[src/rtl/dsram_ctrl_pkg.sv]
// rtl/dsram_ctrl_pkg.sv - shared types, widths and grant helpers for the dsram sequencer
package dsram_ctrl_pkg;

    localparam int LINE_W = 256;
    localparam int WORD_W = 32;
    localparam int OFF_W  = 3;

    typedef enum logic [1:0] {
        IDLE = 2'd0,
        RD   = 2'd1,
        MRG  = 2'd2,
        FWR  = 2'd3
    } state_t;

    // Values double as bit positions in the request/grant vectors.
    typedef enum logic [1:0] {
        REQ_CORE  = 2'd0,
        REQ_FILL  = 2'd1,
        REQ_EVICT = 2'd2
    } req_t;

    function automatic logic [2:0] req_bit(input req_t r);
        return 3'b001 << r;
    endfunction

    // One-hot grant for the first requester, in the order given, that is asserting.
    function automatic logic [2:0] prio_pick(input logic [2:0] req,
                                             input req_t p0,
                                             input req_t p1,
                                             input req_t p2);
        if (|(req & req_bit(p0))) return req_bit(p0);
        if (|(req & req_bit(p1))) return req_bit(p1);
        if (|(req & req_bit(p2))) return req_bit(p2);
        return 3'b000;
    endfunction

endpackage

[src/rtl/dsram_ctrl_arb.sv]
// rtl/dsram_ctrl_arb.sv - 3-way grant logic; fixed priority, or round robin with DSRAM_CTRL_RR_ARB_EN
module dsram_ctrl_arb
    import dsram_ctrl_pkg::*;
(
`ifdef DSRAM_CTRL_RR_ARB_EN
    input  logic       clk,
    input  logic       rst_n,
`endif
    input  logic [2:0] req,
    input  logic       en,
    output logic [2:0] gnt
);

`ifdef DSRAM_CTRL_RR_ARB_EN
    req_t       last_q;
    logic [2:0] pick;

    // Rotate the priority ring fill -> evict -> core to start just after the last grantee.
    always_comb begin
        pick = 3'b000;
        case (last_q)
            REQ_FILL:  pick = prio_pick(req, REQ_EVICT, REQ_CORE,  REQ_FILL);
            REQ_EVICT: pick = prio_pick(req, REQ_CORE,  REQ_FILL,  REQ_EVICT);
            default:   pick = prio_pick(req, REQ_FILL,  REQ_EVICT, REQ_CORE);
        endcase
    end

    assign gnt = en ? pick : 3'b000;

    // Remember who was accepted last; starting at core makes fill the first winner.
    always_ff @(posedge clk or negedge rst_n) begin
        if (!rst_n) begin
            last_q <= REQ_CORE;
        end else if (gnt[REQ_FILL]) begin
            last_q <= REQ_FILL;
        end else if (gnt[REQ_EVICT]) begin
            last_q <= REQ_EVICT;
        end else if (gnt[REQ_CORE]) begin
            last_q <= REQ_CORE;
        end
    end
`else
    assign gnt = en ? prio_pick(req, REQ_FILL, REQ_EVICT, REQ_CORE) : 3'b000;
`endif

endmodule

[src/rtl/dsram_ctrl.sv]
// rtl/dsram_ctrl.sv - dsram sequencer/arbiter for core RMW, fill and evict; DSRAM_CTRL_RR_ARB_EN selects round robin
module dsram_ctrl
    import dsram_ctrl_pkg::*;
#(
    parameter int ADDR_WIDTH = 13
) (
    input  logic                  clk,
    input  logic                  rst_n,
    input  logic                  core_valid,
    output logic                  core_ready,
    input  logic                  core_we,
    input  logic [ADDR_WIDTH-1:0] core_idx,
    input  logic [OFF_W-1:0]      core_offset,
    input  logic [3:0]            core_be,
    input  logic [WORD_W-1:0]     core_wd,
    output logic                  core_rsp_valid,
    output logic [WORD_W-1:0]     core_rsp_rd,
    input  logic                  fill_valid,
    output logic                  fill_ready,
    input  logic [ADDR_WIDTH-1:0] fill_idx,
    input  logic [LINE_W-1:0]     fill_wd,
    output logic                  fill_done,
    input  logic                  evict_valid,
    output logic                  evict_ready,
    input  logic [ADDR_WIDTH-1:0] evict_idx,
    output logic                  evict_rsp_valid,
    output logic [LINE_W-1:0]     evict_rsp_rd,
    output logic [ADDR_WIDTH-1:0] ram_a,
    output logic [OFF_W-1:0]      ram_offset,
    output logic [3:0]            ram_be,
    output logic [LINE_W-1:0]     ram_wd,
    output logic                  ram_fill,
    output logic                  ram_write,
    output logic                  ram_read,
    input  logic [LINE_W-1:0]     ram_rd
);

    state_t              state;
    req_t                cur_req;
    logic                op_we;
    logic [WORD_W-1:0]   wd_q;
    logic [LINE_W-1:0]   ram_wd_q;
    logic                rsp_load_q;
    logic [WORD_W-1:0]   core_rsp_hold;
    logic [LINE_W-1:0]   evict_rsp_hold;
    logic [2:0]          req;
    logic [2:0]          gnt;
    logic                idle;
    logic [WORD_W-1:0]   word_sel;
    logic [WORD_W-1:0]   be_mask;
    logic [WORD_W-1:0]   word_new;
    logic [LINE_W-1:0]   line_merged;

    assign idle = (state == IDLE);
    assign req  = {evict_valid, fill_valid, core_valid};

    dsram_ctrl_arb u_arb (
`ifdef DSRAM_CTRL_RR_ARB_EN
        .clk   (clk),
        .rst_n (rst_n),
`endif
        .req   (req),
        .en    (idle),
        .gnt   (gnt)
    );

    assign core_ready  = gnt[REQ_CORE];
    assign fill_ready  = gnt[REQ_FILL];
    assign evict_ready = gnt[REQ_EVICT];

    // ram_rd is only trustworthy in the cycle after ram_read, which is when these are consumed.
    assign word_sel = ram_rd[{ram_offset, 5'b00000} +: WORD_W];
    assign be_mask  = {{8{ram_be[3]}}, {8{ram_be[2]}}, {8{ram_be[1]}}, {8{ram_be[0]}}};
    assign word_new = (word_sel & ~be_mask) | (wd_q & be_mask);

    // Splice the merged word back into the line just read for the store write-back.
    always_comb begin
        line_merged = ram_rd;
        line_merged[{ram_offset, 5'b00000} +: WORD_W] = word_new;
    end

    assign ram_wd = (state == MRG && cur_req == REQ_CORE) ? line_merged : ram_wd_q;

    // Response data is live from the array during the pulse and held afterwards.
    assign core_rsp_rd  = core_rsp_valid  ? (rsp_load_q ? word_sel : '0) : core_rsp_hold;
    assign evict_rsp_rd = evict_rsp_valid ? ram_rd : evict_rsp_hold;

    // Sequencer: accept the arbitration winner in IDLE, then walk its read/merge/write steps.
    always_ff @(posedge clk or negedge rst_n) begin
        if (!rst_n) begin
            state          <= IDLE;
            cur_req        <= REQ_CORE;
            op_we          <= 1'b0;
            wd_q           <= '0;
            ram_wd_q       <= '0;
            rsp_load_q     <= 1'b0;
            core_rsp_hold  <= '0;
            evict_rsp_hold <= '0;
            ram_a          <= '0;
            ram_offset     <= '0;
            ram_be         <= '0;
            ram_fill       <= 1'b0;
            ram_write      <= 1'b0;
            ram_read       <= 1'b0;
            fill_done      <= 1'b0;
            core_rsp_valid <= 1'b0;
            evict_rsp_valid <= 1'b0;
        end else begin
            ram_read        <= 1'b0;
            ram_write       <= 1'b0;
            ram_fill        <= 1'b0;
            fill_done       <= 1'b0;
            core_rsp_valid  <= 1'b0;
            evict_rsp_valid <= 1'b0;

            if (core_rsp_valid) begin
                core_rsp_hold <= core_rsp_rd;
            end
            if (evict_rsp_valid) begin
                evict_rsp_hold <= evict_rsp_rd;
            end

            case (state)
                IDLE: begin
                    if (fill_ready) begin
                        ram_a     <= fill_idx;
                        ram_wd_q  <= fill_wd;
                        ram_write <= 1'b1;
                        ram_fill  <= 1'b1;
                        fill_done <= 1'b1;
                        state     <= FWR;
                    end else if (evict_ready) begin
                        ram_a    <= evict_idx;
                        cur_req  <= REQ_EVICT;
                        ram_read <= 1'b1;
                        state    <= RD;
                    end else if (core_ready) begin
                        ram_a      <= core_idx;
                        ram_offset <= core_offset;
                        ram_be     <= core_be;
                        wd_q       <= core_wd;
                        op_we      <= core_we;
                        cur_req    <= REQ_CORE;
                        ram_read   <= 1'b1;
                        state      <= RD;
                    end
                end
                RD: begin
                    if (cur_req == REQ_EVICT) begin
                        evict_rsp_valid <= 1'b1;
                        state           <= MRG;
                    end else if (op_we) begin
                        ram_write      <= 1'b1;
                        core_rsp_valid <= 1'b1;
                        rsp_load_q     <= 1'b0;
                        state          <= MRG;
                    end else begin
                        core_rsp_valid <= 1'b1;
                        rsp_load_q     <= 1'b1;
                        state          <= IDLE;
                    end
                end
                MRG: begin
                    state <= IDLE;
                end
                FWR: begin
                    state <= IDLE;
                end
                default: begin
                    state <= IDLE;
                end
            endcase
        end
    end

endmodule

[config.mk]
export PLATFORM = sky130hd
export DESIGN_NAME = dsram_ctrl
export DESIGN_NICKNAME = d
export VERILOG_FILES = /design/src/rtl/dsram_ctrl_pkg.sv /design/src/rtl/dsram_ctrl_arb.sv /design/src/rtl/dsram_ctrl.sv
export SDC_FILE = /design/constraint.sdc
export NUM_CORES = 2
export LEC_CHECK = 0
export ABC_AREA = 1
export CORE_AREA = 4 4 454 456
export CTS_BUF_LIST = sky130_fd_sc_hd__clkbuf_2 sky130_fd_sc_hd__clkbuf_4 sky130_fd_sc_hd__clkbuf_8
export CTS_CLUSTER_DIAMETER = 30
export DETAILED_ROUTE_END_ITERATION = 12
export DIE_AREA = 0 0 458 460
export GPL_TIMING_DRIVEN = 0
export SLEW_MARGIN = 30
export SYNTH_ARGS = -nofsm -noshare
export SYNTH_HDL_FRONTEND = slang
export SYNTH_SLANG_ARGS = --single-unit
[constraint.sdc]
create_clock -name clk -period 6.37 [get_ports clk]
set_clock_uncertainty 0.05 [all_clocks]
set_input_delay 0.9555 -clock clk [delete_from_list [all_inputs] [get_ports clk]]
set_output_delay 0.9555 -clock clk [all_outputs]
set_load 0.02 [all_outputs]
-- Yosys cells after proc, flatten, opt, wreduce, memory -nomap -nowiden
Cells that the tools add are included.
W data, S select, Z words.
- output and inout port bits: 573
- word-level logic and storage cells: 86
- register bits: 607
- eq/ne operators: 5
- bitwise logic cells: 7
- reduce and logical (&&, ||, !) cells: 11
- add/sub/neg operators: 1
- shifts and indexed selects: 3
- mux-type cells: 43
- operators with widths (cell ; count):
    $mux W256 ; 2
    $bwmux W256 ; 1
    $shift A32 B10 Y256 const A ; 1
    $shiftx A256 B9 Y32 ; 1
    $shiftx A32 B10 Y256 ; 1
    $and A32 B32 Y32 ; 2
    $mux W32 ; 2
    $mux W13 ; 3
    $not A32 Y32 ; 1
    $or A32 B32 Y32 ; 1
    $mux W3 ; 7
    $mux W1 ; 19
    $mux W2 ; 7
    $neg A8 Y10 ; 1
    $eq A2 B2 Y1 const B ; 3
    $pmux W2 S3 ; 1
    $reduce_and A2 Y1 ; 3
    $logic_not A2 Y1 ; 2
    $ne A4 B4 Y1 const B ; 1
    $reduce_and A4 Y1 ; 1
    $not A1 Y1 ; 3
    $reduce_and A3 Y1 ; 1
    $reduce_bool A3 Y1 ; 1
    $eq A2 B1 Y1 const B ; 1
    4 further kinds ; 4

-- Logic depth before layout (Yosys ltp)
- depth in word-level cells: 12
- depth in mapped cells: 14
- gate-level depth less buffers: 11

-- Hierarchy
A second synthesis with hierarchy kept.
- cells, all modules: 5107
- area, all modules: 34126.5 µm²
- by module, submodules not included (module ; area each (µm²) ; cells each ; instances ; seq. area each (µm²)):
    dsram_ctrl ; 34096.5 ; 5099 ; 1 ; 15164.5
    dsram_ctrl_arb ; 30.0 ; 8 ; 1 ; 0.0

-- Least setup slack after synthesis
No wires, ideal clock.
- kind: register -> output
- start: register ram_offset[0]
- end: output ram_wd[66]
- buffers on the path: 3
- data required time: 5.364 ns
- cell stages (with the launch flop): 15
- data arrival time: 2.457 ns
- path slack: 2.907 ns
- path through: dfrtp_1 > inv_2 > buf_2 > buf_2 > ha_1 > ha_1 > nor2_1 > inv_1 > nor2_1 > nand3_1 > inv_1 > buf_1 > nand3_1 > nand2_1 > nand2_1
- word-level cells in the longest chain between the ends: 6
- elaborated cells on any way between the ends: 8
- RTL lines (item ; RTL line ; source):
    start, declared ; dsram_ctrl.sv:29 ; output logic [OFF_W-1:0] ram_offset,
    start signal, assigned ; dsram_ctrl.sv:139 ; ram_offset <= core_offset;
    $shiftx A256 B9 Y32 ; dsram_ctrl.sv:72 ; assign word_sel = ram_rd[{ram_offset, 5'b00000} +: WORD_W];
    $and A32 B32 Y32 ; dsram_ctrl.sv:74 ; assign word_new = (word_sel & ~be_mask) | (wd_q & be_mask);
    $or A32 B32 Y32 ; dsram_ctrl.sv:74 ;
    $shiftx A32 B10 Y256 ; dsram_ctrl.sv:79 ; line_merged[{ram_offset, 5'b00000} +: WORD_W] = word_new;
    $bwmux W256 * ; dsram_ctrl.sv:79 ;
    $mux W256 * ; dsram_ctrl.sv:82 ; assign ram_wd = (state == MRG && cur_req == REQ_CORE) ? line_merged : ram_wd_q;
    end, declared ; dsram_ctrl.sv:31 ; output logic [LINE_W-1:0] ram_wd,
Every way passes the cells marked *; elsewhere a longest branch is shown, timed or not.

-- Worst setup path in the final report
- start: register ram_offset[1]
- end: output ram_wd[135]
Same word-level chain as after synthesis.

==> metrics <==
Maximum Capacitance Violations=0; core area=about 200,000 µm²; Placed Area=49,100 µm²; worst hold path class=flop to flop; max-slew violations=0; routed wl met2=~140,000 µm; Ys Warns=0; DRT met1 WL=approximately 120,000 µm; maximum VDD drop=0.305 mV; post-route DRC violation count=0; status=finished with violations; top post-synthesis cells by count=nand2_1, a21oi_1, dfrtp_1, nand3_1, inv_1; pwr dens=681 nW/µm²; area added between synthesis and finish=61.5%; Post-synth top flop=dfrtp_1; hold slack=0.416 ns; Die H=about 460 µm; Fin. Hold Viols=0; TritonCTS buffer count=~180; Seq/Total Area, Yosys=0.457; CTS Buffer Depth=3; area share of the largest cell type after synthesis=0.457; Worst Reg-to-Reg Cells=8; CP Capture Type=primary output; area leader, netlist=dfrtp_1; wire per inst=between 30 and 40 µm; initial core utilization=0.165; top sig layer=met5; Initial DRC Count=5,550; Worst Path Required=5.36 ns; row count=165; Mapped Area=between 30,000 and 40,000 µm²; Final HPWL DP=approximately 260,000 µm; Port Buf Inserts=~1.2k; fmax=156 MHz; placed cells=8,763; fillcell total=22.5k; CP Data Arrival Time=5.39 ns; Mapped Avg Cell Area=6.77 µm²; Post-Layout Inst Area=53,600 µm²; failing checks=setup timing; TritonRoute pass-1 iters=10; initial antenna violation count=100; WHS Path Cells=2; Die Width=458 µm; FF+latch count, synth=606; H-tree Lvls=4; Clock Root Buffer=clkbuf_8; largest net degree at the start of global routing=84; die area=~210,000 µm²; vias in the first global route=42.6k; ranking of synthesized cells by area=dfrtp_1, nand2_1, a21oi_1; Async SR Flop Fraction=1.00; Synth Net Count=approximately 5.5k; startpoint class of the critical path=flop; non-filler instance count after layout=9,150; WL met3=35,600 µm; post-route ant nets=0; first-pass GRT wire length=396,000 µm; fin crit share=1.00; vias=43.7k; drt total wl=around 310,000 µm; Final #Nets=6,871; Worst-path clk slew=0.04 ns; CTS tree=yes; leakage=0.0247 µW; Post-Synthesis Cells=4,902; routability cong.=approximately 1; final worst slack=-0.0295 ns; clk_lat worst skew=around 0.95 ns; post-DR vias/cell=~4.8; GRT Resource Usage Total=0.284; number of flops mapped to enable cells by yosys=0; Yosys cell types=19; layout cell share with drive strength beyond 1=0.0814; Remaining Overflow, GRT=0; TritonCTS sink count=606; WS Path Type=flop to primary output; setup violators final=3; setup tns final=-0.0470 ns; slew margin rel.=0.223; Worst-Margin Slew=1.16 ns; top-count cell post-synth=nand2_1; IO Count=1,169; min cycle time layout=~6.4 ns; CP Max Fanout=10
[path summary, 6_finish.rpt]
path	startpoint	endpoint	slack, ns
setup / recovery	ram_offset[1]	ram_wd[135]	-0.03
max in group asynchronous	rst_n	ram_a[0]	3.82
hold reg to reg	ram_wd_q[77]	ram_wd_q[77]	0.42
min in group asynchronous	rst_n	ram_wd_q[15]	0.47
hold / removal	ram_wd_q[77]	ram_wd_q[77]	0.42
setup reg to reg	state[1]	ram_a[0]	3.22
[layer usage]
metal / vias to the layer above / global-route usage
li1: 18600 / -
met1: 21300 / 0.335
met2: 3045 / 0.437
met3: 609 / 0.117
met4: 54 / 0.160
met5: - / 0
[area by class of cell]
cell class / count / area [µm²] / share of cell area
Clock inverter: 79 / 1090 / 0.0203
Buffer: 327 / 1350 / 0.0251
Sequential cell: 606 / 15200 / 0.283
Tap cell: 2672 / 3340 / 0.0623
Inverter: 321 / 1200 / 0.0225
Timing Repair Buffer: 1192 / 12300 / 0.229
Antenna cell: 54 / 135 / 0.00252
Clock buffer: 251 / 3270 / 0.0610
Multi-Input combinational cell: 3648 / 15800 / 0.295
[layout by cell type (no fill, tap or decap), types with 32 or more instances in the layout]
cell type / instances
diode_2: 54
o22ai_1: 64
nand2_1: 1974
nand3_2: 32
nand3_1: 465
inv_1: 311
nand2_2: 32
buf_2: 67
clkbuf_1: 212
nor2_1: 263
clkbuf_8: 222
o21ai_0: 33
dfrtp_1: 606
clkdlybuf4s50_1: 1166
a21oi_1: 768
[registers in the layout, summed over array words and instances (netlist names)]
register / cells
core_rsp_valid: 1
rsp_load_q: 1
ram_be: 4
ram_fill: 1
ram_read: 1
ram_write: 1
evict_rsp_hold: 256
ram_wd_q: 256
core_rsp_hold: 32
wd_q: 32
ram_offset: 3
ram_a: 13
cur_req: 1
evict_rsp_valid: 1
state: 2
op_we: 1
[critical path, stage by stage (launching register included)]
cell and delay [ns]:
dfrtp_1 0.38, inv_1 0.30, buf_2 0.44, buf_1 0.42, nand3_1 0.35, nand3_1 0.38, nand3_2 0.77, nand3_1 0.38
nand2_1 0.22, nand2_1 0.16, clkdlybuf4s50_1 0.64
[where the power goes]
group          internal [µW]  total (µW)  switching (µW)
clock                   4180        6610            2420
combinational           7030       23400           16400
sequential              5650        6490             843
[per-stage QoR]
stage               power (µW)  setup WS (ns)  utilization
finish                   36500        -0.0295        0.266
global route             37700        -0.0112        0.265
CTS                      36200         0.0546        0.265
detailed placement       29400          0.868        0.243
global placement         28900         -25.14        0.239
floorplan                16100           2.91            -
[logic make-up after synthesis]
family	synth area share
AOI/OAI and AO/OA	0.134
and+or+nand+nor	0.333
DFF	0.457
buffers and inverters	0.0759
adders and majority gates	0.000754
[timing repair]
| action | CTS | global route |
|---|---|---|
| gates resized for setup | 4 | 8 |
| cloned | 0 | 0 |
| hold endpoints to repair | 36 | 0 |
| hold buffers | 1 | 0 |
| pin swaps | 1 | 0 |
| buffers inserted | 2 | 0 |
| endpoints found under the setup margin | 95 | 29 |
(Power assumes the default switching activity.)
